[src/rtl/tx_frame_sequencer.sv]
// tx_frame_sequencer: steps the transmit chain through seed load, preamble, payload and drain for one frame
module tx_frame_sequencer #(
  parameter int PREAMBLE_LEN  = 8,
  parameter int BITS_PER_SYM  = 4,
  parameter int MAX_LEN       = 1023,
  parameter int FLUSH_TIMEOUT = 64
) (
  input  logic       clk,
  input  logic       reset,
  input  logic       start,
  input  logic       abort,
  input  logic [6:0] seed_in,
  input  logic [9:0] payload_len,
  input  logic       dp_valid,
  output logic [6:0] lfsr_seed,
  output logic       lfsr_load,
  output logic       preamble_sel,
  output logic       src_en,
  output logic       flush,
  output logic       busy,
  output logic       done,
  output logic       err,
  output logic [8:0] sym_cnt
);
  typedef enum logic [2:0] {IDLE, LOAD, PREAMBLE, PAYLOAD, FLUSH, DONE} state_t;
  localparam int          SH       = $clog2(BITS_PER_SYM);
  localparam logic [15:0] PRE_LAST = 16'(PREAMBLE_LEN - 1);
  localparam logic [15:0] TO_LAST  = 16'(FLUSH_TIMEOUT - 1);
  localparam logic [10:0] MAX_L    = 11'(MAX_LEN);
  localparam logic [9:0]  SYM_MASK = 10'(BITS_PER_SYM - 1);
  state_t      state, state_d;
  logic [15:0] cnt;
  logic [9:0]  len_q;
  logic [8:0]  sym_d;
  logic [10:0] exp_syms;
  logic [6:0]  outs_d;
  logic        bad_len, accept, reject, reached, timed_out;
  assign bad_len   = payload_len == '0 || {1'b0, payload_len} > MAX_L || (payload_len & SYM_MASK) != '0;
  assign accept    = state == IDLE && start && !bad_len;
  assign reject    = state == IDLE && start && bad_len;
  assign sym_d     = accept ? '0 : (state != IDLE && dp_valid && sym_cnt != '1) ? sym_cnt + 9'd1 : sym_cnt;
  assign exp_syms  = 11'(PREAMBLE_LEN) + {1'b0, (len_q >> SH)};
  assign reached   = {2'b0, sym_d} >= exp_syms;
  assign timed_out = cnt == TO_LAST;
  // state register; cnt measures cycles spent in the current state
  always_ff @(posedge clk) begin
    if (reset) begin
      state <= IDLE;
      cnt   <= '0;
    end else begin
      state <= state_d;
      cnt   <= (state_d != state) ? '0 : cnt + 16'd1;
    end
  end
  // next state; abort overrides every other transition
  always_comb begin
    state_d = state;
    case (state)
      IDLE:     state_d = accept ? LOAD : IDLE;
      LOAD:     state_d = PREAMBLE;
      PREAMBLE: state_d = cnt == PRE_LAST ? PAYLOAD : PREAMBLE;
      PAYLOAD:  state_d = cnt == {6'b0, len_q} - 16'd1 ? FLUSH : PAYLOAD;
      FLUSH:    state_d = reached ? DONE : timed_out ? IDLE : FLUSH;
      default:  state_d = IDLE;
    endcase
    if (abort && state != IDLE) state_d = IDLE;
  end
  // outputs decoded from the upcoming state so they can be registered without a cycle of lag
  always_comb begin
    outs_d = {state_d == LOAD, state_d == PREAMBLE, state_d == PAYLOAD, state_d == FLUSH,
              state_d != IDLE, state_d == DONE, reject || (state == FLUSH && state_d == IDLE && !abort)};
  end
  // output registers, frame latches and symbol counter
  always_ff @(posedge clk) begin
    if (reset) begin
      {lfsr_load, preamble_sel, src_en, flush, busy, done, err} <= '0;
      lfsr_seed <= '0;
      len_q     <= '0;
      sym_cnt   <= '0;
    end else begin
      {lfsr_load, preamble_sel, src_en, flush, busy, done, err} <= outs_d;
      sym_cnt <= sym_d;
      if (accept) begin
        lfsr_seed <= seed_in;
        len_q     <= payload_len;
      end
    end
  end
endmodule

[config.mk]
export PLATFORM = sky130hd
export DESIGN_NAME = tx_frame_sequencer
export DESIGN_NICKNAME = d
export VERILOG_FILES = /design/src/rtl/tx_frame_sequencer.sv
export SDC_FILE = /design/constraint.sdc
export NUM_CORES = 1
export LEC_CHECK = 0
export ABC_AREA = 1
export BUFFER_PORTS_ARGS = -buffer_cell sky130_fd_sc_hd__buf_2
export CAP_MARGIN = 20
export CORE_AREA = 10 10 125 127
export DETAILED_ROUTE_END_ITERATION = 12
export DIE_AREA = 0 0 135 137
export PLACE_DENSITY_LB_ADDON = 0.2
export SYNTH_ARGS = -nofsm -noshare
export SYNTH_HDL_FRONTEND = slang
export SYNTH_SLANG_ARGS = --single-unit
[constraint.sdc]
create_clock -name clk -period 5.3 [get_ports clk]
set_input_delay 1.59 -clock clk [delete_from_list [all_inputs] [get_ports clk]]
set_output_delay 1.59 -clock clk [all_outputs]
set_load 0.05 [all_outputs]
==> impl_results.md <==
- CTS resizes: 0
- Overall die height: 137 microns
- WL/cell: 11.65 microns
- Final setup violation count: 0
- Post-Route WL: 8095 microns
- Synth Area in Simple Gates: 0.3952
- Post-route DRC: 0
- PwrDens: 228.1 nW/um^2
- DP HPWL: 6515 microns
- XOR/XNOR share of the synthesized area: 0.05663
- Num ports: 45
- Max FO, Critical Path: 32
- First-pass GRT wire length: 13900 microns
- H-tree depth: 2
- Share of the synthesized area in the top cell type: 0.3205
- Crit end category: flip-flop
- Switch Pwr: roughly 240 uW
- Syn Area/Cell: 6.838 sq um
- Setup TNS: 0 ps
- Tot Pwr: 863.6 uW
- Critical path, cell by cell: buf_2, nor4_2, nand2_1, nand3_1, buf_4, o21ai_0, inv_1, o21ai_0, inv_1, ha_1, a21oi_1, o21ai_0, a21oi_1, nand3_1, o21ai_1, nand2_1, nand2_1, nand2_1, nand2_1, nand3_4, nor2_1
- Fillers: 1434
- Final Max Slew Viols: 0
- Fmax: approximately 220 MHz
- CP max stage cell: nor4_2
- Worst Path Arrival: a little under 5000 ps
- Dominant synthesized flop cell: dfxtp_1
- Clk slew on worst S/H paths: 70 ps
- Period utilisation layout: 0.8708
- Clock latency on the worst-skew pair: 290 ps
- Drt initial violations: around 120
- Most used cell, CP: nand2_1
- Via count: 2986
- Post-Syn Nets: roughly 510
- Cell count after synthesis: 475
- Overall global routing resource usage: 0.09085
- CP Data Required Time: 5520 ps
- Tightest Pin Transition: 470.8 ps
- Post-Syn Area: 3248 sq um
- Post-CTS setup buffer count: 0
- P_int: 620.1 uW
- Antenna viol nets, final: 0
- Starting Density: 0.2482
- Sequential Power Share: 0.475
- Synthesized-area fraction occupied by adder cells: 0.06163
- EDFF count, synth: 0
- Worst setup path class: input port to flip-flop
- Clock Sink Count: 52
- Final antenna diode count: 0
- Sw frac: 0.2820
- P&R area growth vs syn: 16.56%
- Die area: 18500 sq um
- Synth warn: 0
- Proportion of layout cells with a drive suffix above 1: 0.1715
- Max clock buf depth: 2
- Comb power frac: 0.166
- Nets@finish: 557
- Post-Place Cell Area: 3646 sq um
- Clock share of power: 0.359
- Synth async-reset ratio: 0
- Synth unique cells: 36
- Port Buf Inserts: 44
- Area contributors post-synth: dfxtp_1 (32%), nand2_1 (14%), inv_1 (7.3%), nor2_1 (6.8%), ha_1 (6.2%)
- Vias in the first global route: roughly 3000
- CTS tree: yes
- Yosys top cell by area: dfxtp_1
- Number of core rows: 42
- Minimum hold slack: 468.6 ps
- Count of hold-fix buffers inserted at cts: 0
- DR pass1 iterations: 6
- Synth Area in Compound Gates: 0.07011
- Fin crit period: 4615 ps
- Critical path launch point type: input port
- Die X: 135 microns
- Register bit count reported by yosys: 52
- GP Congestion: 0.7826
- Outcome: complete, no violations
- Worst IR drop on VDD: around 0.00012 V
- Post-Place Cells: 688
- Rel. slew slack: 0.6844
- Initial antenna violation count: 0
- RSZ-0062 raised after global routing: false
- Worst Clk Skew: about 3.3 ps
- Mux cell area share after synthesis: 0.003082
- CTS buffer count: 5
- Number of failing hold endpoints at the final stage: 0
- Post-synthesis sequential area ratio: 0.3205
- Leakage power: 1.718 nW
- Max incr delay on CP: roughly 430 ps
- Cell Count, Final, Fillers Out: 695
- Worst min path class: flip-flop to flip-flop
- Largest family of logic cells by synthesized area: simple AND/OR/NAND/NOR gates
- Max Cap Viol: 0
- Vias per cell: 4.296
- Grt ovf: 0
- Finished Cell Area: between 3000 and 4000 sq um
- CTS Root Cell: clkbuf_16
- Largest net degree at the start of global routing: 33
- Core area: 13090 sq um
## critical path, delay by kind of cell
family                   cells  cell delay, ps
adder cells (fa/ha/maj)      1             250
AO/OA/AOI/OAI                6             750
AND/OR/NAND/NOR             10            1630
buffers and inverters        4             550
## Yosys cell counts (2+ instances only)
cell,n
inv_1,63
nand3b_1,3
nand3_2,4
clkbuf_1,7
ha_1,16
and2_1,2
nor3_1,8
nor4_1,6
o21ai_0,13
nand3_1,29
nor2_2,7
dfxtp_1,52
o21ai_1,3
nand2_2,5
or2_2,2
xor2_1,14
nand2_1,118
nor2_4,12
nand4_1,6
nor2_1,59
a21oi_1,25
xnor2_1,7
## power groups by stage
stage / logic (mW) / clock network (mW) / registers (mW)
2_1_floorplan: 0.104 / 0 / 0.427
3_3_place_gp: 0.144 / 0 / 0.419
3_5_place_dp: 0.145 / 0 / 0.419
4_1_cts: 0.145 / 0.322 / 0.411
5_1_grt: 0.166 / 0.340 / 0.412
6_report: 0.143 / 0.310 / 0.411
## per-layer routing
layer  GRT usage  up-vias  part of all wire
met2      0.1499       48              0.46
met5           0        -                 0
met1      0.1160     1349              0.49
met3     0.01906        4             0.039
li1            -     1585                 -
met4     0.02811        0            0.0096
## cell usage in the layout (no fill, tap or decap), types with 5 or more instances in the layout
| cell type | n |
|---|---|
| inv_1 | 63 |
| xnor2_1 | 7 |
| nor2_2 | 7 |
| nand3_1 | 29 |
| nand2_2 | 5 |
| xor2_1 | 14 |
| ha_1 | 16 |
| nand2_1 | 118 |
| nand4_1 | 6 |
| nor4_1 | 5 |
| buf_2 | 44 |
| nor3_1 | 8 |
| o21ai_0 | 13 |
| a21oi_1 | 25 |
| clkbuf_16 | 5 |
| nor2_4 | 12 |
| dfxtp_1 | 52 |
| nor2_1 | 59 |
## cell families after synthesis
family	after synthesis
DFF	52
and+or+nand+nor	267
AOI/OAI and AO/OA	44
buffers and inverters	74
muxes	1
adders and majority gates	16
xor gates and xnor gates	21
## path summary, 6_finish.rpt
path / start / to / slack (ps) / depth (start not counted)
max reg2reg: sym_cnt[0] / cnt[14] / 1310 / 21
min: lfsr_seed[3] / lfsr_seed[3] / 470 / 2
max: payload_len[5] / cnt[14] / 680 / 21
min reg2reg: lfsr_seed[3] / lfsr_seed[3] / 470 / 2
## flip-flops by register name (all words and copies together) (netlist names)
register	count
flush	1
done	1
lfsr_load	1
lfsr_seed	7
state	3
preamble_sel	1
src_en	1
cnt	16
sym_cnt	9
busy	1
err	1
len_q	10
## stage by stage
stage,util,setup slack (ps)
floorplan,-,1111
global placement,0.2786,205.7
detailed placement,0.2786,63.14
CTS,0.2889,342.6
global route,0.2893,127.4
finish,0.2893,684.7
## layout make-up
cell class | instances | area, sq um | area share
tap | 176 | 220.2 | 0.05816
clock buffer | 6 | 128.9 | 0.03404
clock inverter | 1 | 5.005 | 0.001322
multi-input combinational | 349 | 1912 | 0.5050
sequential | 52 | 1041 | 0.2750
timing repair buffer | 46 | 235.2 | 0.06213
inverter | 65 | 244.0 | 0.06444
Note: power is estimated with default switching activity, not from simulation.
